File: src/rtl/ibex_ibus_arbiter.sv
// Two-master instruction-bus arbiter with in-order response routing via an ID FIFO.
// Build option: define IBEX_IBUS_ARB_FIXED_PRIO_EN for fixed priority (master 0 wins ties) instead of round-robin.
module ibex_ibus_arbiter #(
   parameter int unsigned MaxOutstanding = 2
) (
   input  logic             clk_i,
   input  logic             rst_i,
   input  logic [1:0]       m_req_i,
   input  logic [1:0][31:0] m_addr_i,
   output logic [1:0]       m_gnt_o,
   output logic [1:0]       m_rvalid_o,
   output logic [31:0]      m_rdata_o,
   output logic             m_err_o,
   output logic             instr_req_o,
   output logic [31:0]      instr_addr_o,
   input  logic             instr_gnt_i,
   input  logic             instr_rvalid_i,
   input  logic [31:0]      instr_rdata_i,
   input  logic             instr_err_i,
   output logic             busy_o
);

   localparam int unsigned CntW = $clog2(MaxOutstanding + 1);

   typedef enum logic {
      IDLE,
      LOCKED
   } state_e;

   state_e                    state_q, state_d;
   logic                      sel_q, sel_d;
   logic [CntW-1:0]           cnt_q, cnt_d;
   logic [MaxOutstanding-1:0] ids_q, ids_d;
   logic [CntW-1:0]           widx;
   logic                      sel, full, push, pop;
`ifndef IBEX_IBUS_ARB_FIXED_PRIO_EN
   logic                      last_q, last_d;
`endif

   // Selection: frozen while locked, otherwise arbitrate among requesters
   always_comb begin
      sel = 1'b0;
      if (state_q == LOCKED) begin
         sel = sel_q;
      end else begin
         case (m_req_i)
            2'b10:   sel = 1'b1;
`ifdef IBEX_IBUS_ARB_FIXED_PRIO_EN
            2'b11:   sel = 1'b0;
`else
            2'b11:   sel = ~last_q;
`endif
            default: sel = 1'b0;
         endcase
      end
   end

   assign full         = (cnt_q == CntW'(MaxOutstanding));
   assign instr_req_o  = ~rst_i & m_req_i[sel] & ~full;
   assign instr_addr_o = m_addr_i[sel] & ~32'd3;
   assign push         = instr_req_o & instr_gnt_i;
   assign pop          = instr_rvalid_i & (cnt_q != '0);
   assign m_gnt_o      = push ? (sel ? 2'b10 : 2'b01) : 2'b00;
   assign m_rvalid_o   = pop ? (ids_q[0] ? 2'b10 : 2'b01) : 2'b00;
   assign m_rdata_o    = instr_rdata_i;
   assign m_err_o      = instr_err_i;
   assign busy_o       = (cnt_q != '0) | instr_req_o;

   // Next-state: lock onto a stalled request until granted or abandoned
   always_comb begin
      state_d = state_q;
      sel_d   = sel_q;
      case (state_q)
         IDLE: begin
            if (instr_req_o && !instr_gnt_i) begin
               state_d = LOCKED;
               sel_d   = sel;
            end
         end
         LOCKED: begin
            if (push || !m_req_i[sel_q]) begin
               state_d = IDLE;
            end
         end
         default: state_d = IDLE;
      endcase
   end

   // ID FIFO as a shift register: head at index 0, new entry written behind the tail
   always_comb begin
      ids_d = ids_q;
      widx  = cnt_q;
      if (pop) begin
         ids_d = ids_q >> 1;
         widx  = cnt_q - CntW'(1);
      end
      for (int unsigned i = 0; i < MaxOutstanding; i++) begin
         if (push && (widx == CntW'(i))) begin
            ids_d[i] = sel;
         end
      end
      cnt_d = cnt_q + CntW'(push) - CntW'(pop);
   end

`ifndef IBEX_IBUS_ARB_FIXED_PRIO_EN
   assign last_d = push ? sel : last_q;
`endif

   always_ff @(posedge clk_i or posedge rst_i) begin
      if (rst_i) begin
         state_q <= IDLE;
         sel_q   <= 1'b0;
         cnt_q   <= '0;
         ids_q   <= '0;
`ifndef IBEX_IBUS_ARB_FIXED_PRIO_EN
         last_q  <= 1'b1;
`endif
      end else begin
         state_q <= state_d;
         sel_q   <= sel_d;
         cnt_q   <= cnt_d;
         ids_q   <= ids_d;
`ifndef IBEX_IBUS_ARB_FIXED_PRIO_EN
         last_q  <= last_d;
`endif
      end
   end

endmodule

File: config.mk
export PLATFORM = sky130hd
export DESIGN_NAME = ibex_ibus_arbiter
export DESIGN_NICKNAME = d
export VERILOG_FILES = /design/src/rtl/ibex_ibus_arbiter.sv
export SDC_FILE = /design/constraint.sdc
export NUM_CORES = 1
export LEC_CHECK = 0
export CORE_MARGIN = 2
export CORE_UTILIZATION = 22
export CTS_CLUSTER_SIZE = 16
export DETAILED_ROUTE_END_ITERATION = 16
export GPL_ROUTABILITY_DRIVEN = 0
export PLACE_DENSITY = 0.77
export SYNTH_ARGS = -nofsm -noshare
export SYNTH_HDL_FRONTEND = slang
export SYNTH_SLANG_ARGS = --single-unit
File: constraint.sdc
create_clock -name clk_i -period 1.9 [get_ports clk_i]
set_clock_uncertainty 0.05 [all_clocks]
set_input_delay 0.285 -clock clk_i [delete_from_list [all_inputs] [get_ports clk_i]]
set_output_delay 0.285 -clock clk_i [all_outputs]
set_load 0.005 [all_outputs]
Yosys cells after proc, flatten, opt, wreduce, memory -nomap -nowiden

Cells that the tools add are included.

Register bits: 7
Input port bits: 103
Logic and storage cells: 54

Add/sub/neg operators: 3
$lt $le $gt $ge: 2
Eq/ne operators: 4
Muxes and demuxes: 19
Bitwise gates (word level): 9
Reductions and logical operators: 11

Operators by type and width:

| operator                                             | number |
|---|---|
| two-way mux 32 bit                                   | 2 |
| two-way mux 2 bit                                    | 6 |
| two-way mux 1 bit                                    | 9 |
| equality test 2 bit (second input constant)          | 3 |
| nonzero test 2 bit                                   | 3 |
| bitwise AND 1 bit                                    | 4 |
| < comparator 1 x 2 -> 1 bit (second input constant)  | 2 |
| inverter 1 bit                                       | 4 |
| case mux 1 bit (2 select lines)                      | 2 |
| logical AND 1 bit                                    | 3 |
| adder 2 x 1 -> 2 bit                                 | 1 |
| equality test 2 x 1 -> 1 bit (second input constant) | 1 |
| logical NOT 1 bit                                    | 2 |
| logical NOT 2 bit                                    | 1 |
| AND reduction 2 bit                                  | 1 |
| subtractor 2 x 1 -> 2 bit                            | 1 |
| subtractor 2 x 1 -> 2 bit (second input constant)    | 1 |
| logical OR 1 bit                                     | 1 |
| OR 1 bit                                             | 1 |

Logic depth before layout (Yosys ltp)

Gate-level depths: netlist of run 1.

Depth in word-level cells: 11
Mapped depth: 10
Mapped depth without buffers: 10

Worst setup path before layout of run 1

Ideal clock, no wire load.

Path kind: flip-flop to flip-flop
Start point: register cnt_q[0]
End point: register cnt_q[1]
Library setup time: 0.123 ns
Arrival: 1.768 ns
Data required time: 1.727 ns
Setup slack: -0.040 ns
Stages on the path, launching flop included: 11
Buffers on the path: 0
Period minus slack after synthesis: 1.940 ns
Cells stage by stage: dfrtp_1 inv_1 ha_1 nor2_1 and3_1 nand2_1 ha_1 inv_1 ha_1 xnor2_1 xnor2_1

Word-level cells in the longest chain between the ends: 6
Elaborated cells on any way between the ends: 8

RTL lines:

| element                     | RTL line | text |
|---|---|---|
| from (decl)                 | 32       | `logic [CntW-1:0] cnt_q, cnt_d;` |
| from (signal assigned)      | 121      | `cnt_q <= cnt_d;` |
| equality test 2 bit         | 58       | `assign full = (cnt_q == CntW'(MaxOutstanding));` |
| inverter 1 bit              | 59       | `assign instr_req_o = ~rst_i & m_req_i[sel] & ~full;` |
| bitwise AND 1 bit           | 59       |  |
| bitwise AND 1 bit           | 61       | `assign push = instr_req_o & instr_gnt_i;` |
| adder 2 x 1 -> 2 bit        | 102      | `cnt_d = cnt_q + CntW'(push) - CntW'(pop);` |
| subtractor 2 x 1 -> 2 bit * | 102      |  |
| net cnt_d[1]                | 32       |  |

The timed path passes the listed nets; every way through them passes the cells marked *.
A chain may end at the register's enable or synchronous reset.

Final worst setup path of run 1

Start point: register last_q
End point: output port instr_addr_o[14]

Word-level cells in the longest chain between the ends: 5

RTL lines:

| element                                                | RTL line | text |
|---|---|---|
| from (decl)                                            | 37       | `logic last_q, last_d;` |
| from (signal assigned)                                 | 124      | `last_q <= last_d;` |
| inverter 1 bit                                         | 51       | `2'b11: sel = ~last_q;` |
| case mux 1 bit (2 select lines)                        | 46       | `case (m_req_i)` |
| two-way mux 1 bit                                      | 43       | `if (state_q == LOCKED) begin` |
| two-way mux 32 bit (implied by the code) (2 in series) | 60       | `assign instr_addr_o = m_addr_i[sel] & ~32'd3;` |
| to (decl)                                              | 15       | `output logic [31:0] instr_addr_o,` |

No other way between the ends. The select of a mux whose other input is x is not followed.

==> run summary, run 1 <==
Compared with the post-synthesis result, the final layout area differs by 102%. The footprint of the multi-input gates came out at 862 sq um. The wire length of the first global-routing pass came out at 5630 um. The overall die height is 79.7 um. The final reports fail on setup timing. Counting every sink on the clock net gives 7. The die is 79.7 um wide. After clock tree synthesis, the clock-pin slew on the worst setup and hold paths is roughly 0.040 ns. The first routing iteration left 8 violations.

The endpoint identified for the worst register-to-register timing path is cnt_q[1]. The layout has between 500 and 600 filler cells. Once layout is complete, the utilization of the core stands at 46.2%.

The average size of a mapped cell is 10.0 sq um. The routed wire length is around 3800 um. The antenna diode count came out at 0.

The cell sitting at the root of the clock tree is a sky130_fd_sc_hd__clkbuf_8. The number of hold buffers added after cts is 0. The fraction of final layout cells with drive strength greater than 1 is 51.8%. The clock passes through at most 2 buffers. The count of unresolved DRC violations after routing came out at 0. In this run the critical register-to-register path is launched from cnt_q[1].

For this design the top-level I/O count stands at approximately 170. The flow ran to the end, but the final reports show violations. By area the synthesized netlist is led by sky130_fd_sc_hd__mux2_4 30%, sky130_fd_sc_hd__buf_4 21%, sky130_fd_sc_hd__dfrtp_1 12%. The final setup slack of the worst path came out at -0.334 ns. The via count of the first global-routing pass came out at ~1200.

The path type of the worst min-delay path is in -> async. The initial antenna violation count came out at 0. The launching element type of the critical path is a register.

The number of nets with antenna violations after detailed routing came out at 0. The maximum operating frequency is around 450 MHz. The number of H-tree levels is 1. The global-route met2 utilization came out at 20.3%.

The overall routing resource usage came out at 11.4%. Setup repair after global routing could not meet its margin everywhere. Global routing consumed, on the met1 layer, roughly an eighth of the routing resources.

The area of the core region is 5510 sq um. TritonCTS built the clock tree. The total number of placement rows came out at 27.

The number of hold violations in the final report is 0. The share of the Yosys chip area taken by registers is between 10% and 20%. The number of nets at the end of the flow is between 300 and 400. Following the worst setup path forward leads to its endpoint at instr_addr_o[14]. Clock tree synthesis inserted a total of 3 buffers. The fraction of post-synthesis cell area in the top cell type by area came out at 29.8%. Max-cap violations in this run came to 0. The post-route minimum period came out at around 2.2 ns.

The count of final setup violators came out at 32. The number of enable-type register cells in the synthesized netlist came out at 0. By count the netlist is led by 35 x sky130_fd_sc_hd__buf_4, 25 x sky130_fd_sc_hd__mux2_4, 7 x sky130_fd_sc_hd__inv_1.

The maximum number of pins on one net before global-route repair came out at 8. The total design power came out at 2.88 mW. The number of iterations in the first detailed-routing pass came out at 4. In this run the tool buffered the top-level ports with 101 buffer cells. The register cell area after layout came out at between 150 and 200 sq um. The routed layout has roughly 1200 vias.

The source-to-sink clock delay at the later pin of the worst-skew pair came out at around 0.24 ns. Once the floorplan was initialized, standard cells occupied 22.9% of the core. The worst setup path startpoint is last_q. The half-perimeter wire length after placement came out at 2850 um. Among all cell types in the netlist, the one instantiated most often is sky130_fd_sc_hd__buf_4. The post-synthesis cell type with the largest combined area is sky130_fd_sc_hd__mux2_4.

The worst setup slack before clock tree synthesis came out at -0.599 ns. The setup path with the least slack is of type reg -> out. The worst hold slack across all endpoints came out at 0.331 ns. The most crowded layer after global routing is met2. The leakage dissipation came out at around 1.2 nW. The mean number of vias per cell came out at 4.11.

The data required time at the worst endpoint is about 1.6 ns. The total power density per cell area came out at 1130 nW/um^2. The worst path uses 118% of the clock period.

The worst reg-to-reg path cell count came out at 10. The total of warnings raised by yosys came out at 0. The post-synthesis cell area is 1260 sq um. The worst setup path is captured at a primary output.

Among all flip-flop cells after synthesis, the most frequent one is sky130_fd_sc_hd__dfrtp_1. Synthesis handed over a netlist of 126 instances. The post-synthesis register bit count is 7. In the final routed layout, each cell accounts on average for 13.2 um. Global routing used 5.32% of the available met3 tracks. The maximum fanout along the worst path is 5. The residual overflow from global routing is 0. The number of max-slew violations in the final report is 0. The slack of the worst reg-to-reg path came out at approximately 0.01 ns. The distinct cell type count after synthesis is 32. The share of synthesized registers carrying an async set or reset came out at between 90% and 100%. The peak supply drop is 718 uV. The die covers 6350 sq um. The data arrival at the endpoint of the critical path came out at roughly 1.9 ns.
[area by class of cell]
cell class	count	area share, %
flip-flops and latches	7	6.98
repair buffers	127	52.8
clock buffers	4	1.77
multi-input cells	73	33.9
inverters	7	1.03
well taps	72	3.54
[logic make-up (layout without fill, tap and decap cells)]
logic type	Yosys count	count (layout)	synth area share [%]
buffers and inverters	47	138	26.4
muxes	35	35	38.2
AOI/OAI and AO/OA	10	10	6.35
DFF	7	7	14.0
adders and majority gates	4	4	3.97
other	1	2	0.297
xor gates and xnor gates	3	3	2.08
and+or+nand+nor	19	19	8.73
[metal layers]
metal | share of wire (%) | wire length, um | vias up
met3 | 14 | 551 | 6
met1 | 36 | 1380 | 524
li1 | - | - | 575
met5 | 0 | 0 | -
met2 | 49 | 1870 | 87
met4 | 0.73 | 28 | 0
[metrics by stage]
step	area (sq um)	std cells	setup TNS [ns]
CTS	2560	290	-8.91
floorplan	1280	127	0
global placement	2200	274	-18.13
finish	2540	290	-7.74
detailed placement	2200	274	-19.16
global route	2540	290	-9.45
[cells in the final DEF (no fill, tap or decap), types with 4 or more instances in the layout]
cell type                         count
sky130_fd_sc_hd__clkdlybuf4s50_1     63
sky130_fd_sc_hd__buf_6               34
sky130_fd_sc_hd__mux2_4              30
sky130_fd_sc_hd__buf_4               15
sky130_fd_sc_hd__mux2i_1              5
sky130_fd_sc_hd__inv_1                5
sky130_fd_sc_hd__dfrtp_1              5
sky130_fd_sc_hd__nand2_1              4
sky130_fd_sc_hd__dlygate4sd2_1        4
sky130_fd_sc_hd__buf_12               4
[worst min-delay path by stage]
| stage | startpoint | end | slack (ns) |
|---|---|---|---|
| after CTS | rst_i | sel_q | 0.34 |
| after global placement | ids_q[1] | ids_q[1] | 0.47 |
| after floorplan | rst_i | cnt_q[0] | 0.04 |
| final | rst_i | sel_q | 0.33 |
| after detailed placement | ids_q[1] | ids_q[1] | 0.48 |
| after global routing | rst_i | sel_q | 0.36 |
[state kept, by name, indices dropped and copies added (netlist names)]
name / flops
state_q: 1
ids_q: 2
cnt_q: 2
last_q: 1
sel_q: 1
[what timing repair did]
action | 4_1_cts | 5_1_grt
setup endpoints to repair | 37 | 37
setup buffers | 8 | 1
cloned | 4 | 0
gates resized for setup | 189 | 8
pin swaps | 11 | 8
[critical path, stage by stage, from the launching register on]
cell,delay (ns)
sky130_fd_sc_hd__dfstp_2,0.54
sky130_fd_sc_hd__a21bo_4,0.14
sky130_fd_sc_hd__nor2_4,0.04
sky130_fd_sc_hd__a21oi_4,0.14
sky130_fd_sc_hd__buf_6,0.15
sky130_fd_sc_hd__buf_12,0.12
sky130_fd_sc_hd__buf_16,0.12
sky130_fd_sc_hd__mux2_4,0.30
sky130_fd_sc_hd__buf_6,0.11
[power breakdown]
part,internal [mW],total (mW),switching (mW)
Clock,0.146,0.217,0.0716
Sequential,0.226,0.290,0.0637
Combinational,1.58,2.37,0.793
No activity file was read; power rests on OpenSTA's default activity.
==> run 2, diff against run 1 <==
MAX_ROUTING_LAYER = met4   (was not set)
SKIP_LAST_GASP = 1   (was not set)
==> run 2 against run 1 <==
Effect of this change:
- the run still ends with setup timing left
- worst setup slack got worse by 0.00091 ns
- critical path depth is the same
- maximum frequency is essentially flat
- total power down 0.25%
- sequential power hardly changed
- cell count did not move
- largest cell class unchanged
==> run summary, run 2 (synthesis gave the netlist of run 1 again) <==
The flow ran to the end, but the final reports show violations. The final reports fail on setup timing. Leaving out fill and tap cells, the most frequent cells in the layout are 63 x sky130_fd_sc_hd__clkdlybuf4s50_1, 33 x sky130_fd_sc_hd__buf_6, 30 x sky130_fd_sc_hd__mux2_4, 15 x sky130_fd_sc_hd__buf_4. The post-route cell area came to 2540 sq um (-0.25%). The total die area was 6350 sq um (unchanged). The CTS tree is built.

The number of nets with antenna violations after detailed routing was 0 (unchanged). The total number of placement rows is 27 (unchanged). The classification of the worst setup path is reg -> out.

The number of hold violations in the final report came out at 0 (unchanged). The overall die height is 79.7 um (unchanged). The clock edge transition at the registers on the reported setup and hold paths is 0.04 ns (about the same). The area of placed instances came out at 2200 sq um (unchanged). The worst register-to-register path begins at cnt_q[1]. The count of final setup violators came out at 32 (unchanged). The count of unresolved DRC violations after routing was 0 (unchanged). The slack of the worst reg-to-reg path is 0.01 ns (about the same). The ratio of final minimum period to clock period is 118% (about the same). The number of iterations in the first detailed-routing pass came out at 4 (unchanged). The wire length of the first global-routing pass was 5620 um (-0.12%). The maximum fanout along the worst path came out at 5 (unchanged). The footprint of the multi-input gates was 862 sq um (unchanged). The mean number of vias per cell is 4.10 (-0.25%).

The overall routing resource usage is 11.6% (+0.23 points). The data required time at the worst endpoint is 1.56 ns (about the same). The total vias in the final route is 1189 (-0.25%). The total design power is 2.87 mW (-0.25%).

The critical register-to-register path endpoint is cnt_q[1]. The residual overflow from global routing came out at 0 (unchanged). The average detailed-routed wire length per instance came out at 13.2 um (+0.13%). The maximum clock path buffer count is 2 (unchanged).

The total of buffers placed on input and output ports is 101 (unchanged). The initial antenna violation count came to 0 (unchanged). The maximum operating frequency is 447 MHz (about the same). The worst reg-to-reg path cell count is 10 (unchanged). The min-delay analysis places its worst path in the category in -> async.

The most critical setup path has its startpoint at last_q. The source-to-sink clock delay at the later pin of the worst-skew pair is 0.24 ns (about the same). The starting utilization of the core area came to 22.9% (unchanged). The register cell area after layout is 178 sq um (unchanged).

The area of the core region came to 5510 sq um (unchanged). The layout overhead on the synthesized area is 101%. The number of hold buffers added after cts came out at 0 (unchanged). In the final layout, the registers with the most flip-flops are cnt_q (2), ids_q (2).

The count of max-cap constraint violations came out at 0 (unchanged). The final setup slack of the worst path is -0.335 ns (-0.000910 ns). The leakage dissipation is 1.20 nW (-0.15%). The antenna diode count is 0 (unchanged). The die span in x is 79.7 um (unchanged). The fraction of final layout cells with drive strength greater than 1 was 51.8% (unchanged). The number of sinks on the clock net came out at 7 (unchanged). The instance count after placement with tap cells included came out at 274 (unchanged). The number of nets at the end of the flow came out at 326 (unchanged). The library cell used most frequently in the layout, excluding fill and tap cells, is sky130_fd_sc_hd__clkdlybuf4s50_1.

The peak supply drop is 718 uV (about the same). The via count of the first global-routing pass is 1197 (+0.17%). Setup repair after global routing could not meet its margin everywhere. The number of standard cells in the final layout excluding fillers is 290 (unchanged). The post-route minimum period came to 2.24 ns (+0.000910 ns). The number of clock buffers inserted by TritonCTS is 3 (unchanged). The maximum number of pins on one net before global-route repair is 8 (unchanged). The number of max-slew violations in the final report came out at 0 (unchanged). The tree is rooted in a sky130_fd_sc_hd__clkbuf_8. The number of H-tree levels came out at 1 (unchanged).

The worst hold slack across all endpoints came out at 0.331 ns (-0.000580 ns). The total of fill cells in the finished design was 541 (+0.19%). The number of top-level pins is 174 (unchanged). The setup TNS after final layout is -7.76 ns (-0.0184 ns).

The half-perimeter wire length after placement came to 2850 um (unchanged). Following the worst setup path forward leads to its endpoint at instr_addr_o[14]. The detailed router's first-iteration violation count is 7 (-1). The launching element type of the critical path is a register.

The worst setup path is captured at a primary output. The routed wire length was 3830 um (+0.13%). The data arrival at the endpoint of the critical path came out at 1.90 ns (about the same). The total power density per cell area was 1130 nW/um^2 (about the same).
-- run 2: power by group --
| group | total (mW) | internal (mW) | switching (mW) |
|---|---|---|---|
| registers | 0.290 | 0.226 | 0.0639 |
| clock network | 0.218 | 0.146 | 0.0721 |
| logic | 2.36 | 1.57 | 0.792 |
| total | 2.87 | 1.94 | 0.928 |
-- run 2: timing repair --
item | CTS | global route
endpoints found under the setup margin | 37 | 37
pin swaps | 10 | 8
gates cloned | 4 | 0
gates resized for setup | 186 | 9
buffers inserted | 8 | 1
-- run 2: critical path, stage by stage, from the launching register on --
cell and delay, ns:
sky130_fd_sc_hd__dfstp_2 0.54, sky130_fd_sc_hd__a21bo_4 0.14, sky130_fd_sc_hd__nor2_4 0.04, sky130_fd_sc_hd__a21oi_4 0.14, sky130_fd_sc_hd__buf_6 0.15, sky130_fd_sc_hd__buf_12 0.12, sky130_fd_sc_hd__buf_16 0.12, sky130_fd_sc_hd__mux2_4 0.30
sky130_fd_sc_hd__buf_6 0.11
-- run 2: per-layer routing --
| layer | vias to the layer above | global-route usage (%) | wire, um |
|---|---|---|---|
| li1 | 574 | - | - |
| met1 | 520 | 12.3 | 1420 |
| met2 | 86 | 20.3 | 1860 |
| met3 | 9 | 4.30 | 509 |
| met4 | 0 | 2.93 | 44 |
| met5 | - | - | 0 |
-- run 2: worst min-delay path by stage --
stage          endpoint  cells past startpoint
5_1_grt           sel_q                      2
2_1_floorplan  cnt_q[0]                      1
3_5_place_dp   ids_q[1]                      2
3_3_place_gp   ids_q[1]                      2
6_report          sel_q                      2
4_1_cts           sel_q                      2
-- run 2: cell type report --
| class | instances | area share, % |
|---|---|---|
| inverter | 7 | 1.03 |
| sequential | 7 | 7.00 |
| tap | 72 | 3.55 |
| timing repair buffer | 127 | 52.7 |
| clock buffer | 4 | 1.77 |
| multi-input combinational | 73 | 34.0 |
-- run 2: through the flow --
stage / setup slack [ns] / utilization, %
floorplan: 0.0106 / -
global placement: -0.568 / 40.0
detailed placement: -0.599 / 40.0
CTS: -0.355 / 46.4
global route: -0.381 / 46.1
finish: -0.335 / 46.1
